--- src/rtl/mem_arbiter.sv ---
// Dual-core arbiter between the L1 caches and the single RAM port; data beats instruction fetch.
// Optional performance counters are enabled with `define ARB_PERF_EN.
module mem_arbiter #(
  parameter int CPUS      = 2,
  parameter int BLK_WORDS = 2
) (
  input  logic                 CLK,
  input  logic                 nRST,
  input  logic [CPUS-1:0]      iREN,
  input  logic [CPUS*32-1:0]   iaddr,
  output logic [CPUS*32-1:0]   iload,
  output logic [CPUS-1:0]      iwait,
  input  logic [CPUS-1:0]      dREN,
  input  logic [CPUS-1:0]      dWEN,
  input  logic [CPUS*32-1:0]   daddr,
  input  logic [CPUS*32-1:0]   dstore,
  output logic [CPUS*32-1:0]   dload,
  output logic [CPUS-1:0]      dwait,
  input  logic                 c2c,
  output logic                 dgrant,
  output logic                 dbusy,
  output logic                 ramREN,
  output logic                 ramWEN,
  output logic [31:0]          ramaddr,
  output logic [31:0]          ramstore,
  input  logic [31:0]          ramload,
  input  logic [1:0]           ramstate
`ifdef ARB_PERF_EN
  ,
  output logic [CPUS*32-1:0]   perf_dgrants,
  output logic [CPUS*32-1:0]   perf_igrants,
  output logic [31:0]          perf_c2c,
  output logic [CPUS*32-1:0]   perf_stall
`endif
);

  localparam int CW = $clog2(BLK_WORDS) + 1;
  localparam logic [CW-1:0] LAST = CW'(BLK_WORDS - 1);

  typedef enum logic [1:0] {IDLE, DATA, INST} state_t;

  state_t          state, state_n;
  logic            owner, owner_n;
  logic            rr, rr_n;
  logic [CW-1:0]   cnt, cnt_n;
  logic [CPUS-1:0] dreq;
  logic            access;

  function automatic logic [31:0] pick(input logic [CPUS*32-1:0] v, input logic s);
    return s ? v[32 +: 32] : v[0 +: 32];
  endfunction

  function automatic logic [CPUS*32-1:0] place(input logic [31:0] d, input logic s);
    return s ? {d, 32'h0} : {32'h0, d};
  endfunction

  function automatic logic [CPUS-1:0] sel_bit(input logic s);
    return s ? 2'b10 : 2'b01;
  endfunction

  assign dreq   = dREN | dWEN;
  assign access = (ramstate == 2'd2);

  always_ff @(posedge CLK or negedge nRST) begin
    if (!nRST) begin
      state <= IDLE;
      owner <= 1'b0;
      rr    <= 1'b0;
      cnt   <= '0;
    end else begin
      state <= state_n;
      owner <= owner_n;
      rr    <= rr_n;
      cnt   <= cnt_n;
    end
  end

  always_comb begin
    state_n  = state;
    owner_n  = owner;
    rr_n     = rr;
    cnt_n    = cnt;
    iload    = '0;
    iwait    = '1;
    dload    = '0;
    dwait    = '1;
    dgrant   = 1'b0;
    dbusy    = 1'b0;
    ramREN   = 1'b0;
    ramWEN   = 1'b0;
    ramaddr  = '0;
    ramstore = '0;
    case (state)
      IDLE: begin
        cnt_n = '0;
        if (|dreq) begin
          state_n = DATA;
          owner_n = dreq[rr] ? rr : ~rr;
        end else if (|iREN) begin
          state_n = INST;
          owner_n = iREN[rr] ? rr : ~rr;
        end
      end
      DATA: begin
        dgrant = owner;
        dbusy  = 1'b1;
        if (!dreq[owner]) begin
          state_n = IDLE;
          rr_n    = ~owner;
        end else begin
          ramaddr = pick(daddr, owner);
          // A snoop-hit read becomes a write-back of the other core's modified line.
          if (dWEN[owner]) begin
            ramWEN   = 1'b1;
            ramstore = pick(dstore, owner);
          end else if (c2c) begin
            ramWEN   = 1'b1;
            ramstore = pick(dstore, ~owner);
          end else begin
            ramREN = 1'b1;
          end
          if (access) begin
            dwait = ~sel_bit(owner);
            if (!dWEN[owner] && !c2c)
              dload = place(ramload, owner);
            if (cnt == LAST) begin
              state_n = IDLE;
              rr_n    = ~owner;
              cnt_n   = '0;
            end else begin
              cnt_n = cnt + 1'b1;
            end
          end
        end
      end
      INST: begin
        if (!iREN[owner]) begin
          state_n = IDLE;
        end else begin
          ramREN  = 1'b1;
          ramaddr = pick(iaddr, owner);
          if (access) begin
            iwait   = ~sel_bit(owner);
            iload   = place(ramload, owner);
            state_n = IDLE;
            rr_n    = ~rr;
          end
        end
      end
      default: state_n = IDLE;
    endcase
  end

`ifdef ARB_PERF_EN
  logic c2c_seen;

  function automatic logic [31:0] sat_inc(input logic [31:0] x);
    return (x == '1) ? x : x + 32'd1;
  endfunction

  always_ff @(posedge CLK or negedge nRST) begin
    if (!nRST) begin
      perf_dgrants <= '0;
      perf_igrants <= '0;
      perf_c2c     <= '0;
      perf_stall   <= '0;
      c2c_seen     <= 1'b0;
    end else begin
      for (int unsigned i = 0; i < CPUS; i++) begin
        if (state == IDLE && state_n == DATA && owner_n == i[0])
          perf_dgrants[i*32 +: 32] <= sat_inc(perf_dgrants[i*32 +: 32]);
        if (state == IDLE && state_n == INST && owner_n == i[0])
          perf_igrants[i*32 +: 32] <= sat_inc(perf_igrants[i*32 +: 32]);
        if (dwait[i] && dreq[i])
          perf_stall[i*32 +: 32] <= sat_inc(perf_stall[i*32 +: 32]);
      end
      if (state != DATA) begin
        c2c_seen <= 1'b0;
      end else if (c2c && !c2c_seen) begin
        c2c_seen <= 1'b1;
        perf_c2c <= sat_inc(perf_c2c);
      end
    end
  end
`endif

endmodule

--- config.mk ---
export PLATFORM = sky130hd
export DESIGN_NAME = mem_arbiter
export DESIGN_NICKNAME = d
export VERILOG_FILES = /design/src/rtl/mem_arbiter.sv
export SDC_FILE = /design/constraint.sdc
export NUM_CORES = 1
export LEC_CHECK = 0
export ABC_AREA = 1
export CAP_MARGIN = 10
export CORE_AREA = 2 2 167 169
export DETAILED_ROUTE_END_ITERATION = 6
export DIE_AREA = 0 0 169 171
export DONT_BUFFER_PORTS = 1
export HOLD_SLACK_MARGIN = 0.08
export SETUP_SLACK_MARGIN = 0.4
export SLEW_MARGIN = 20
export SYNTH_ARGS = -nofsm -noshare
export SYNTH_HDL_FRONTEND = slang
export SYNTH_SLANG_ARGS = --single-unit
--- constraint.sdc ---
create_clock -name CLK -period 2.3 [get_ports CLK]
set_clock_uncertainty 0.2 [all_clocks]
set_input_delay 0.575 -clock CLK [delete_from_list [all_inputs] [get_ports CLK]]
set_output_delay 0.575 -clock CLK [all_outputs]
set_load 0.05 [all_outputs]
### Word level (Yosys, flattened, before mapping)

Index checks and enable logic that the tools add are counted.

| cells by class | value |
|---|---|
| eq/ne operators | 12 |
| order comparisons | 2 |
| div/mod/pow operators | 0 |
| reductions and logical operators | 13 |
| add/sub/neg operators | 1 |
| shift-type cells | 0 |
| muxes and demuxes | 68 |
| multipliers | 0 |
| bitwise gates (word level) | 4 |

Operator list:

| cell | number |
|---|---|
| 64-bit 2-to-1 mux | 8 |
| 32-bit 2-to-1 mux | 10 |
| 32-bit case mux with 2 select lines | 1 |
| 2-bit 2-to-1 mux | 16 |
| 1-bit 2-to-1 mux | 29 |
| 3-bit != test, second input constant | 4 |
| 2-bit != test, second input constant | 4 |
| 2-bit case mux with 3 select lines | 1 |
| 2-bit nonzero test | 3 |
| 5-bit AND reduction | 1 |
| 2-bit by 1-bit == test with 1-bit output, second input constant | 2 |
| 2-bit == test, second input constant | 2 |
| 1-bit by 2-bit less-than comparator with 1-bit output, second input constant | 2 |
| 1-bit case mux with 2 select lines | 2 |
| 2-bit case mux with 2 select lines | 1 |
| 4-bit AND reduction | 1 |
| 2-bit OR reduction | 2 |
| 3-bit AND reduction | 1 |
| 2-bit by 1-bit adder with 2-bit output, second input constant | 1 |
| 1-bit logical NOT | 2 |
| 2-bit logical NOT | 1 |
| 1-bit inverter | 2 |
| 2-bit inverter | 1 |
| 2-bit OR | 1 |
| other kinds (2) | 2 |

| storage, ports and cells | value |
|---|---|
| memories | 0 |
| word-level logic and storage cells | 104 |
| register bits after elaboration | 6 |
| bits of input ports | 235 |
| output and inout port bits | 200 |
| bits in read-only memories | 0 |
| bits in writable memories | 0 |
| bits in latches | 0 |

### Depth between registers and ports, before layout

| logic depth | value |
|---|---|
| depth after elaboration | 8 |
| gate-level depth with buffers | 9 |
| mapped depth without buffers | 8 |

### Worst setup path before layout

Ideal clock, no wire load.

| timing | value |
|---|---|
| path type | reg2out |
| from | reg state[1] |
| to | out ramstore[30] |
| data arrival time | 2.793 ns |
| setup slack | -1.268 ns |
| stages on the path, launching flop included | 7 |
| required time | 1.525 ns |
| path buffers | 0 |
| path through | dfrtp_1 -> inv_1 -> ha_1 -> nand3_4 -> nor2_1 -> o21ai_0 -> nor2_1 |

| between the ends | value |
|---|---|
| word-level cells in the longest chain between the ends | 2 |

Ends and longest elaborated chain:

| element | RTL line | text |
|---|---|---|
| start, declared | 42 | `state_t state, state_n;` |
| start signal, assigned | 71 | `state <= state_n;` |
| 2-bit by 1-bit == test with 1-bit output | 93 | `case (state)` |
| 32-bit 2-to-1 mux | 93 |  |
| end, declared | 25 | `output logic [31:0] ramstore,` |

No other way between the ends.

### Worst setup path after layout

| timing | value |
|---|---|
| from | reg owner |
| to | out iload[30] |

| between the ends | value |
|---|---|
| word-level cells in the longest chain between the ends | 4 |
| elaborated cells between the ends (all ways) | 6 |
| those cells by class | 6 x mux |

Ends and longest elaborated chain:

| element | RTL line | text |
|---|---|---|
| start, declared | 43 | `logic owner, owner_n;` |
| start signal, assigned | 72 | `owner <= owner_n;` |
| 64-bit 2-to-1 mux / 1-bit 2-to-1 mux (equally long branches) | 54, 137 |  |
| 64-bit 2-to-1 mux / 1-bit 2-to-1 mux (equally long branches) | 142, 137 |  |
| 64-bit 2-to-1 mux * | 137 | `if (!iREN[owner]) begin` |
| 64-bit 2-to-1 mux * | 93 |  |
| end, declared | 11 | `output logic [CPUS*32-1:0] iload,` |

Every way passes the cells marked *; elsewhere a longest branch is shown, timed or not. The select of a mux whose other input is x is not followed.

==> metrics <==
Area Overhead vs Synth 200%; routed vias just under 7000; Min-Delay Path Class reg -> reg; top cells by area, synth nand2_1 33%, nor2_1 11%, o21ai_0 8.8%; min Tclk post-route around 2.7 ns; layout cell share with drive strength beyond 1 0.562; Hold Fails Final Rpt 0; largest stage delay on the critical path 0.52 ns; clock slew at reported path FFs roughly 0.040 ns; die area 28900 sq um; initial antenna violation count 5; Setup WS post-layout -0.433 ns; Pins Over Slew Limit 0; Syn Inst Count between 800 and 900; I/O Buffers 0; vias in the first global route 6269; critical-path cell list inv_8, nand2_4, nand2_4, inv_4, nor2_8, buf_6, nand2_8, clkbuf_16, buf_12, nor2_4, buf_8; TritonCTS Sinks 6; detailed-router iteration count before antenna repair 7; Final #Nets 1340; most frequent CP cell nand2_4; area occupied by multi-input gates 5320 sq um; Min-Delay Endpoint cnt[1]; status finished with violations; Pleak 5.12 nW; reg2reg start owner; syn nets 1070; Routed Antenna Nets 0; Synth Register Bits 6; CP max stage cell dfrtp_4; # fillers 2525; total grt overflow 0; CP top delay family buffers and inverters; RSZ-0062 raised after global routing yes; fin cells 1452; pre-CTS WS -0.312 ns; CTS tree done; crit path DAT 1.96 ns; pwr dens 930 nW/um^2; failing checks negative setup slack; largest net degree at the start of global routing 90; Post-synth EDFFs 0; Yosys cell types 26; Reg-to-Reg End state[0]; H-tree levels 1; most frequent cells after synthesis 342 x nand2_1, 114 x nor2_1, 76 x inv_1; MaxCap Viol Count 0; gpl congestion 0.826; peak supply drop 0.677 mV; cell accounting for the most synthesized area nand2_1; Placed Cells ~1400; Setup CP Type reg -> out; R2R depth 9; Async SR Flop Fraction 1.00; Reg area 154 sq um; CTS max path bufs 2; final setup TNS -70.06 ns; most common cell in the netlist nand2_1; Critical Path Source Type flip-flop; WP data required 1.52 ns; total CTS buffers 3; synth warn 0; crit end category output pin; final period utilization 1.19; die height between 150 and 200 microns; Post-Synthesis Cell Area 3850 sq um; Fmax 366 MHz; overall power roughly 11 mW; first-pass GRT wire length 34400 microns; I/O pin count ~440; Top FF cell, synth dfrtp_1; initial core utilization 0.141; post-layout util 0.422; CP max FO 8; row count 61; clock root cell clkbuf_16; Hold Path Origin cnt[1]; initial DRC count around 270; post-synth top area share 0.334; WL final 27400 microns; Worst Max-Slew Pin Slew between 0.4 and 0.5 ns; dpl hpwl 18200 microns; sequential area share after synthesis 0.0390; Avg Vias per Cell 4.66; DR DRC count 0; WHS Path Cells 2; core box area 27300 sq um; Routed WL per cell 18.9 microns; relative max-transition margin 0.719; Post-Syn Area per Cell 4.63 sq um; final setup vio count 198; die width between 150 and 200 microns; CP bufs+invs 6; later-pin clock latency in the skew report 0.23 ns; GRT Overall Usage 0.153; flop-to-flop setup slack 0.50 ns
==> logic make-up (layout without fill, tap and decap cells) <==
family / after synthesis / after routing / share of synthesized area
fa+ha+maj: 3 / 3 / 0.00975
other cells: 0 / 5 / 0
simple gates: 538 / 538 / 0.579
flops: 6 / 6 / 0.0390
compound gates: 140 / 140 / 0.204
buf+inv: 145 / 414 / 0.168
==> what timing repair did <==
action                                  4_1_cts  5_1_grt
setup buffers                                 9       16
gates resized for setup                     196      192
pin swaps                                    58       88
endpoints found under the hold margin         6        0
endpoints found under the setup margin      199      202
hold buffers                                  1        0
gates cloned                                  9       16
==> worst register-to-register path: stages, from the launching register on <==
cell	delay (ns)
dfrtp_4	0.52
buf_6	0.14
nand2_2	0.06
nand2_4	0.06
buf_4	0.12
buf_4	0.12
nand3_1	0.05
o21ai_0	0.15
o21bai_1	0.18
nand2_1	0.07
==> flip-flops by register name, indices dropped and copies added (netlist names) <==
register  flops
state         2
owner         1
cnt           2
rr            1
==> routing by layer <==
layer  global-route usage  part of all wire  vias up
met3               0.0250             0.067       49
met2                0.296              0.54      336
met1                0.162              0.36     3199
met5                    0                 0        -
li1                     -                 -     3188
met4               0.0665             0.037        0
==> report_power, final <==
group          total, mW  switching (mW)  internal, mW
Combinational       10.2            6.00          4.24
Clock              0.297          0.0668         0.231
Sequential         0.210          0.0575         0.152
Total               10.7            6.12          4.62
==> worst max path at each step <==
stage                  start         to  slack (ns)  cells past startpoint
finish                 owner  iload[30]       -0.43                     11
global route           owner  iload[30]       -0.51                     11
CTS                    owner  iload[17]       -0.43                      9
detailed placement   dWEN[0]   dload[0]       -0.31                      9
global placement     dWEN[0]   dload[0]       -0.33                      9
floorplan           state[1]  dload[54]       -0.29                      7
==> stage by stage <==
| stage | cell area (sq um) | hold slack (ns) |
|---|---|---|
| after floorplan | 5520 | 0.0794 |
| after global placement | 9090 | 0.0802 |
| after detailed placement | 9090 | 0.0803 |
| after CTS | 10300 | 0.305 |
| after global routing | 11500 | 0.338 |
| final | 11500 | 0.309 |
==> layout make-up <==
class | instances | area share
Clock buffer | 4 | 0.00683
Timing Repair Buffer | 329 | 0.451
Tap cell | 346 | 0.0375
Timing Repair inverter | 1 | 0.000976
Multi-Input combinational cell | 681 | 0.461
Sequential cell | 6 | 0.0133
Antenna cell | 5 | 0.00108
Inverter | 80 | 0.0286
==> cell usage in the layout (no fill, tap or decap), types with 15 or more instances in the layout <==
cell type	count
nand2_1	306
a21oi_4	33
clkbuf_16	15
nand2_4	31
a22oi_2	30
o21ai_0	58
buf_6	99
buf_4	38
buf_8	40
inv_1	72
buf_12	125
nor2_4	96
nor3_4	64
Power figures use the tool's default switching activity.
